**config.mk**
```make
export PLATFORM = sky130hd
export DESIGN_NAME = fetch_iq
export DESIGN_NICKNAME = d
export VERILOG_FILES = /design/src/rtl/rv32i_types.sv /design/src/rtl/fetch_iq_fifo.sv /design/src/rtl/fetch_iq.sv
export SDC_FILE = /design/constraint.sdc
export NUM_CORES = 1
export LEC_CHECK = 0
export CORE_MARGIN = 4
export CORE_UTILIZATION = 35
export DETAILED_ROUTE_END_ITERATION = 8
export GPL_TIMING_DRIVEN = 0
export PLACE_DENSITY_LB_ADDON = 0.08
export REMOVE_ABC_BUFFERS = 1
export SYNTH_ARGS = -nofsm -noshare
export SYNTH_HDL_FRONTEND = slang
export SYNTH_SLANG_ARGS = --single-unit
```
**constraint.sdc**
```tcl
create_clock -name clk -period 17.06 [get_ports clk]
set_clock_uncertainty 0.1 [all_clocks]
set_input_delay 3.412 -clock clk [delete_from_list [all_inputs] [get_ports clk]]
set_output_delay 3.412 -clock clk [all_outputs]
set_load 0.05 [all_outputs]
```
**src/rtl/rv32i_types.sv**
```systemverilog
// Shared types for the fetch / instruction-queue slice of the RV32I front end.
package rv32i_types;

    localparam int          IQ_SIZE       = 8;
    localparam int          IQ_INDEX_BITS = 3;
    localparam logic [31:0] RESET_PC      = 32'h6000_0000;

    typedef struct packed {
        logic [31:0] pc;
        logic [31:0] instr;
    } iq_entry_t;

    typedef enum logic [1:0] {
        IDLE = 2'd0,
        REQ  = 2'd1,
        DROP = 2'd2
    } fetch_state_t;

endpackage

```
**src/rtl/fetch_iq_fifo.sv**
```systemverilog
// Circular buffer of {pc, instr} entries. clear beats enq/deq; enq is dropped when full.
module iq_fifo
    import rv32i_types::*;
#(
    parameter int DEPTH = 8,
    parameter int IDX_W = 3
) (
    input  logic             clk,
    input  logic             rst,
    input  logic             clear,
    input  logic             enq,
    input  iq_entry_t        enq_data,
    input  logic             deq,
    output iq_entry_t        head_data,
    output logic             empty,
    output logic             full,
    output logic [IDX_W:0]   count
);

    localparam logic [IDX_W:0] FULL_CNT = (IDX_W + 1)'(DEPTH);

    iq_entry_t          r_mem [DEPTH];
    logic [IDX_W-1:0]   r_head;
    logic [IDX_W-1:0]   r_tail;
    logic [IDX_W:0]     r_count;
    logic               w_do_enq;
    logic               w_do_deq;

    assign empty     = (r_count == '0);
    assign full      = (r_count == FULL_CNT);
    assign count     = r_count;
    assign head_data = r_mem[r_head];
    assign w_do_enq  = enq && !full;
    assign w_do_deq  = deq && !empty;

    always_ff @(posedge clk or posedge rst) begin
        if (rst) begin
            r_head  <= '0;
            r_tail  <= '0;
            r_count <= '0;
        end else if (clear) begin
            r_head  <= '0;
            r_tail  <= '0;
            r_count <= '0;
        end else begin
            if (w_do_deq) r_head <= r_head + 1'b1;
            if (w_do_enq) r_tail <= r_tail + 1'b1;
            r_count <= r_count + {{IDX_W{1'b0}}, w_do_enq} - {{IDX_W{1'b0}}, w_do_deq};
        end
    end

    // Storage is not reset; only the pointers define what is valid.
    always_ff @(posedge clk) begin
        if (w_do_enq && !clear) r_mem[r_tail] <= enq_data;
    end

endmodule

```
**src/rtl/fetch_iq.sv**
```systemverilog
// Fetch FSM (one outstanding I-cache read) feeding an in-order instruction queue.
module fetch_iq
    import rv32i_types::*;
#(
    parameter int          iq_size       = IQ_SIZE,
    parameter int          iq_index_bits = IQ_INDEX_BITS,
    parameter logic [31:0] reset_pc      = RESET_PC
) (
    input  logic                     clk,
    input  logic                     rst,
    output logic                     imem_read,
    output logic [31:0]              imem_address,
    input  logic                     imem_resp,
    input  logic [31:0]              imem_rdata,
    input  logic                     flush,
    input  logic [31:0]              pc_brrs,
    input  logic                     halt,
    input  logic                     dequeue,
    output logic [31:0]              iq_instr,
    output logic [31:0]              PC_iq_head,
    output logic                     iq_empty,
    output logic                     iq_full,
    output logic [iq_index_bits:0]   iq_count
);

    localparam logic [iq_index_bits:0] LAST_CNT = (iq_index_bits + 1)'(iq_size - 1);

    fetch_state_t   r_state;
    fetch_state_t   w_state_nxt;
    logic [31:0]    r_fetch_pc;
    logic [31:0]    w_fetch_pc_nxt;
    logic [31:0]    r_drop_pc;
    logic [31:0]    w_drop_pc_nxt;
    logic           w_enq;
    logic           w_full_after;
    iq_entry_t      w_enq_data;
    iq_entry_t      w_head;

    assign w_enq_data = '{pc: r_fetch_pc, instr: imem_rdata};
    assign iq_instr   = w_head.instr;
    assign PC_iq_head = w_head.pc;

    // Queue is full after this edge only if we fill the last slot without a matching dequeue.
    assign w_full_after = (iq_count == LAST_CNT) && !(dequeue && !iq_empty);

    always_ff @(posedge clk or posedge rst) begin
        if (rst) begin
            r_state    <= IDLE;
            r_fetch_pc <= reset_pc;
            r_drop_pc  <= reset_pc;
        end else begin
            r_state    <= w_state_nxt;
            r_fetch_pc <= w_fetch_pc_nxt;
            r_drop_pc  <= w_drop_pc_nxt;
        end
    end

    always_comb begin
        w_state_nxt    = r_state;
        w_fetch_pc_nxt = r_fetch_pc;
        w_drop_pc_nxt  = r_drop_pc;
        w_enq          = 1'b0;
        imem_read      = 1'b0;
        imem_address   = r_fetch_pc;
        unique case (r_state)
            IDLE: begin
                if (flush)                    w_fetch_pc_nxt = pc_brrs;
                else if (!iq_full && !halt)   w_state_nxt    = REQ;
            end
            REQ: begin
                imem_read = 1'b1;
                if (imem_resp && !flush) begin
                    w_enq          = 1'b1;
                    w_fetch_pc_nxt = r_fetch_pc + 32'd4;
                    w_state_nxt    = (w_full_after || halt) ? IDLE : REQ;
                end else if (imem_resp) begin
                    w_fetch_pc_nxt = pc_brrs;
                    w_state_nxt    = halt ? IDLE : REQ;
                end else if (flush) begin
                    // Cache needs the address held until it answers, so park the stale PC.
                    w_fetch_pc_nxt = pc_brrs;
                    w_drop_pc_nxt  = r_fetch_pc;
                    w_state_nxt    = DROP;
                end
            end
            DROP: begin
                imem_read    = 1'b1;
                imem_address = r_drop_pc;
                if (flush)     w_fetch_pc_nxt = pc_brrs;
                if (imem_resp) w_state_nxt    = halt ? IDLE : REQ;
            end
            default: w_state_nxt = IDLE;
        endcase
    end

    iq_fifo #(
        .DEPTH (iq_size),
        .IDX_W (iq_index_bits)
    ) u_fifo (
        .clk       (clk),
        .rst       (rst),
        .clear     (flush),
        .enq       (w_enq),
        .enq_data  (w_enq_data),
        .deq       (dequeue),
        .head_data (w_head),
        .empty     (iq_empty),
        .full      (iq_full),
        .count     (iq_count)
    );

endmodule

```
# After elaboration in Yosys (flattened, before gate mapping)
# Memories as Yosys holds them, arrays and structs flattened.
# Cells that the tools add are included.
[totals]
elab_cells = 67
reg_bits = 76
latchBits = 0
mem_bits_ro = 0
output_inout_bits = 103
inputBits = 70
memories = 1
ram_bits = 512
[classes]
n_bitwise = 2
mux = 24
div = 0
eq_ne = 8
n_reduce_logical = 21
multipliers = 0
n_shift = 0
magnitude_cmp = 0
add_sub_neg = 5
[memory_table]
columns = ["name", "words", "width", "rd", "rd_clocked_by_memory_dff", "write_ports", "line_no", "text"]
rows = [
  ["u_fifo.r_mem", 8, 64, 1, 0, 1, "fetch_iq_fifo.sv:22", "iq_entry_t r_mem [DEPTH];"],
]
[op_table]
columns = ["op", "count"]
rows = [
  ["$mux 32", 4],
  ["$pmux 32 s2", 1],
  ["$add 32x3->32 const B", 1],
  ["$mux 2", 6],
  ["$mux 3", 4],
  ["$reduce_and 4->1", 2],
  ["$mux 1", 7],
  ["$add 3x1->3 const B", 2],
  ["$logic_and 1x1->1", 6],
  ["$ne 2x2->1 const B", 3],
  ["$pmux 2 s3", 1],
  ["$reduce_bool 2->1", 3],
  ["$logic_not 1->1", 5],
  ["$add 4x1->4", 1],
  ["$eq 4x3->1 const B", 1],
  ["$eq 4x4->1 const B", 1],
  ["$logic_not 4->1", 1],
  ["$mux 4", 1],
  ["$ne 4x4->1 const B", 1],
  ["$reduce_or 2->1", 2],
  ["$sub 4x1->4", 1],
  ["$eq 2x1->1 const B", 1],
  ["$eq 2x2->1 const B", 1],
  ["$logic_not 2->1", 1],
  ["other kinds (2)", 3],
]

# Logic depth before layout (Yosys ltp)
[depth]
ltp_word = 9
depth_mapped = 11
ltp_nobuf = 11

# Cells and area by module
# Synthesis repeated with hierarchy kept, for this count alone.
[hier_totals]
cells_unflattened = 1235
hier_area_um2 = 23771.5
[modules_own_cells]
columns = ["module", "cells_each", "seq_area_each_um2", "area_per_inst_um2", "n_inst"]
rows = [
  ["iq_fifo", 814, 15625.0, 19874.1, 1],
  ["fetch_iq", 421, 1656.6, 3897.5, 1],
]

# Worst setup path before layout
# OpenSTA, ideal clock, no wires.
[synth_timing]
path_type = "input-to-reg"
start = "input flush"
end = "memory u_fifo.r_mem[0][0] (netlist bit) (enable)"
path_slack_ps = 8048
setup_time_ps = 565
t_arrival_ps = 8348
path_buffers = 1
cell_stages = 3
required_ps = 16395
cell_sequence = "clkbuf_1 -> or3_1 -> nor3_1"
[synth_between]
elab_chain_cells = 8
[synth_lines]
columns = ["item", "line_no", "text"]
rows = [
  ["start: declaration", "fetch_iq.sv:15", "input logic flush,"],
  ["$logic_not 1->1 (*)", "fetch_iq_fifo.sv:54, fetch_iq.sv:72", ""],
  ["$logic_and 1x1->1", "fetch_iq.sv:72", "if (imem_resp && !flush) begin"],
  ["$mux 1", "fetch_iq.sv:72", ""],
  ["$mux 1", "fetch_iq.sv:65", "unique case (r_state)"],
  ["$logic_and 1x1->1", "fetch_iq_fifo.sv:33", "assign w_do_enq = enq && !full;"],
  ["$logic_and 1x1->1 (*)", "fetch_iq_fifo.sv:54", "if (w_do_enq && !clear) r_mem[r_tail] <= enq_data;"],
  ["$mux 1 (*)", "fetch_iq_fifo.sv:54", ""],
  ["$mux 1 (not written as such) (*)", "fetch_iq_fifo.sv:54", ""],
  ["end: declaration", "fetch_iq_fifo.sv:22", ""],
]
# Every way passes the cells marked *; elsewhere a longest branch is shown, timed or not.

# Worst setup path in the final report
[layout_timing]
start = "register u_fifo.r_head[1]"
end = "output PC_iq_head[15]"
[layout_between]
elab_chain_cells = 1
[layout_lines]
columns = ["item", "line_no", "text"]
rows = [
  ["start: declaration", "fetch_iq_fifo.sv:23", "logic [IDX_W-1:0] r_head;"],
  ["start signal: assignment", "fetch_iq_fifo.sv:46", "if (w_do_deq) r_head <= r_head + 1'b1;"],
  ["$mem_v2 8x64", "n/a", ""],
  ["end: declaration", "fetch_iq.sv:20", "output logic [31:0] PC_iq_head,"],
]
# Every way passes these cells.

==> flow_summary.json <==
{
  "grtUsageMet3": 0.0339,
  "h_tree_lvls": 3,
  "number_of_vias_in_the_routed_layout": 12038,
  "detail_route.wl_per_cell_um": 24.7,
  "setup_slack_ns": 9.97,
  "combPwrFrac": 0.291,
  "via_count_of_the_first_global_routing_pass": 12887,
  "globalplace.congestion": 0.777,
  "detail_route.wirelength_um": 57800,
  "io_buffer_count": 172,
  "worst_hold_slack_ns": 0.387,
  "cts_resized": 0,
  "async_flop_share": 0.129,
  "post-place-cells": 2225,
  "max_slew.worst_pin.slew_ns": 0.997,
  "grt-busiest-layer": "met2",
  "io-pin-count": 173,
  "min_delay_worst_endpoint": "r_drop_pc[30]$_DFFE_PP1P_",
  "cts_buffers": 67,
  "floorplan.die_area_sq_um": 71700,
  "maxSlewViolCount": 0,
  "dp_hpwl_um": 35700,
  "avgViaCountPerCell": 5.14,
  "fmax_mhz": 141,
  "hp-start": "r_drop_pc[30]$_DFFE_PP1P_",
  "synth_seq_cells": 588,
  "layoutNonFillerInstCount": 2341,
  "yosysWarnings": 0,
  "max-slew-margin-rel": 0.335,
  "cts_root_buf": "clkbuf_16",
  "totalNegativeSetupSlack_ns": 0,
  "core-area_sq_um": 66300,
  "grtUsageTotal": 0.162,
  "synth-edff-count": 512,
  "insertedDiodeCount": 0,
  "clk_slew_on_worst_s_h_paths_ns": 0.06,
  "synth_seq_area_share": 0.732,
  "path_cells": "buf_16 -> buf_16 -> mux4_2 -> mux2_2 -> clkdlybuf4s50_1",
  "r2r_start": "u_fifo.count[2]$_DFF_PP0_",
  "run_status": "finished, final reports clean",
  "worst_vdd_drop_uv": 116,
  "hold-path-cell-count": 2,
  "max_stage_delay_ns": 0.87,
  "power.density_nw_per_um2": 154,
  "syn2layout_area_growth_pct": 23.4,
  "clock_insertion_delay_worst_skew_ns": 0.57,
  "synth.distinct_cells": 66,
  "setup-violations-final": 0,
  "crit_path_top_delay_cell": "dfrtp_4",
  "switchingPower_mw": 1.43,
  "rsz0062_at_grt": "false",
  "pwr-share-clk": 0.300,
  "grt_pass1_wl_um": 86100,
  "layout_min_cycle_time_ns": 7.09,
  "grt_met2_usage": 0.271,
  "timing.critical_path.required_ns": 13.55,
  "detail_route.first_pass.iterations": 6,
  "critical_path.most_common_cell": "buf_16",
  "cts_max_path_buffers": 3,
  "timing.max_cap.violations": 0,
  "initial_core_util": 0.356,
  "timing.critical_path.arrival_ns": 3.57,
  "antenna_found_initial": 1,
  "placement_rows": 94,
  "start_kind": "flip-flop",
  "floorplan.die.width_um": 268,
  "cts_tree": "built",
  "p_seq_frac": 0.408,
  "synthesis.area_per_instance_sq_um": 19.6,
  "grt_remaining_overflow": 0,
  "drc": 0,
  "design_power_total_mw": 4.49,
  "leakagePower_nw": 9.39,
  "worstSetupEndpointType": "output port",
  "path_max_fanout": 54,
  "reg2reg_depth": 11,
  "cts.sink_count": 588,
  "die_h_um": 268,
  "syn-instance-count": 1202,
  "final_antenna_net_count": 0,
  "number_of_buffers_inserted_by_hold_repair_at_cts": 0,
  "pre_cts_ws_ns": 10.15,
  "postSynth.topFlopCell": "edfxtp_1",
  "largest_net_degree_at_the_start_of_global_routing": 58,
  "drive_gt1_frac": 0.276,
  "regToRegSetupSlack_ns": 13.40,
  "dr.first_iter.drc_count": 874,
  "global_routing_usage_on_met1": 0.221,
  "type_of_the_tightest_min_delay_check": "flip-flop to flip-flop",
  "worst-setup-path-type": "flip-flop to output port",
  "fin_nets": 1516,
  "regToRegEndpoint": "u_fifo.r_mem[0][27]$_DFFE_PP_",
  "final_min_period_over_clock_period": 0.415,
  "final_hold_viol_count": 0,
  "power.internal_mw": 3.06,
  "netSwitchingFraction": 0.319,
  "synth_area_sq_um": 23600,
  "cts.repair_timing.setup_buffer_count": 0
}
layout make-up:
cell class	instances	area, sq um
inverter	18	70.1
fill	5792	37200
multi-input combinational	534	6060
sequential	588	17300
clock inverter	32	277
timing repair buffer	221	2610
clock buffer	84	1750
tap	864	1080
registers in the layout, summed over array words and instances, names as in the netlist:
name,flops
u_fifo.r_head,3
r_drop_pc,32
u_fifo.r_mem,512
r_fetch_pc,32
u_fifo.r_tail,3
u_fifo.count,4
r_state,2
cell usage in the layout (no fill, tap or decap), types with 12 or more instances in the layout:
| master | instances |
|---|---|
| edfxtp_1 | 512 |
| o21ai_0 | 24 |
| nand3_1 | 23 |
| clkbuf_16 | 67 |
| clkbuf_1 | 16 |
| mux4_2 | 128 |
| nand2_1 | 41 |
| mux2_2 | 118 |
| ha_1 | 13 |
| inv_1 | 16 |
| buf_12 | 17 |
| clkinv_1 | 17 |
| clkdlybuf4s50_1 | 171 |
| buf_16 | 12 |
| dfrtp_1 | 69 |
| nor2_1 | 40 |
| a21oi_1 | 12 |
cell families after synthesis:
logic type               synth area share
AO/OA/AOI/OAI                      0.0257
multiplexers                        0.180
AND/OR/NAND/NOR                    0.0376
buffers and inverters              0.0144
adder cells (fa/ha/maj)           0.00879
XOR/XNOR                          0.00223
flip-flops                          0.732
critical path: cells and delay by family (launching register included):
kind	cells	cell delay, ns
buf+inv	3	1.41
mux	2	0.63
flops	1	0.87
layer usage:
| metal | vias to the layer above | wire length (um) |
|---|---|---|
| met2 | 261 | 28700 |
| met3 | 57 | 2690 |
| met1 | 6335 | 25600 |
| met4 | 2 | 758 |
| li1 | 5383 | - |
| met5 | - | 20 |
synth_stat cells (all sizes together), types with 2 or more instances:
library cell | instances | area, sq um
nor3b | 5 | 42.5
or4 | 2 | 15.0
mux2i | 3 | 30.0
o311ai | 2 | 17.5
nor4 | 7 | 43.8
dfstp | 4 | 105
nand2b | 2 | 12.5
edfxtp | 512 | 15400
a2bb2oi | 3 | 26.3
nand3 | 23 | 115
mux2 | 118 | 1330
o41ai | 4 | 35.0
xor2 | 3 | 26.3
nor2 | 47 | 176
buf | 23 | 126
a22oi | 10 | 75.1
clkbuf | 39 | 146
o22ai | 2 | 12.5
a211oi | 4 | 30.0
a211o | 2 | 17.5
ha | 15 | 188
nand4 | 11 | 68.8
or3 | 6 | 43.8
and4 | 2 | 17.5
a311oi | 2 | 17.5
nor2b | 6 | 37.5
dfrtp | 72 | 1800
mux4 | 128 | 2880
o2bb2ai | 2 | 17.5
o22a | 3 | 26.3
nand2 | 42 | 160
o211ai | 3 | 27.5
o31a | 2 | 17.5
xnor2 | 3 | 26.3
a21oi | 12 | 60.1
o21ai | 24 | 120
and3 | 4 | 25.0
a311o | 2 | 20.0
nor3 | 15 | 91.3
inv | 17 | 63.8
metrics by stage:
step	instance area [sq um]	utilization
after global placement	26100	0.394
after floorplan	23300	-
after global routing	29100	0.439
after detailed placement	27100	0.409
final	29100	0.439
after CTS	29100	0.439
power groups by stage:
stage	clock, mW	combinational (mW)	sequential, mW
floorplan	0	0.915	1.87
global placement	0	1.33	1.96
detailed placement	0	1.33	1.87
CTS	1.40	1.34	1.84
global route	1.46	1.39	1.85
finish	1.35	1.31	1.83
worst max-delay path by stage:
stage	endpoint	slack, ns	start	depth (start not counted)
after floorplan	PC_iq_head[0]	7.52	u_fifo.r_head[0]$_DFFE_PP0P_	2
after global placement	u_fifo.r_mem[0][10]$_DFFE_PP_	-0.14	flush	3
after detailed placement	u_fifo.r_mem[0][22]$_DFFE_PP_	10.15	imem_resp	9
after CTS	PC_iq_head[15]	9.87	u_fifo.r_head[0]$_DFFE_PP0P_	4
after global routing	PC_iq_head[14]	9.79	u_fifo.r_head[0]$_DFFE_PP0P_	4
final	PC_iq_head[15]	9.97	u_fifo.r_head[1]$_DFFE_PP0P_	5
Note: power is estimated with default switching activity, not from simulation.
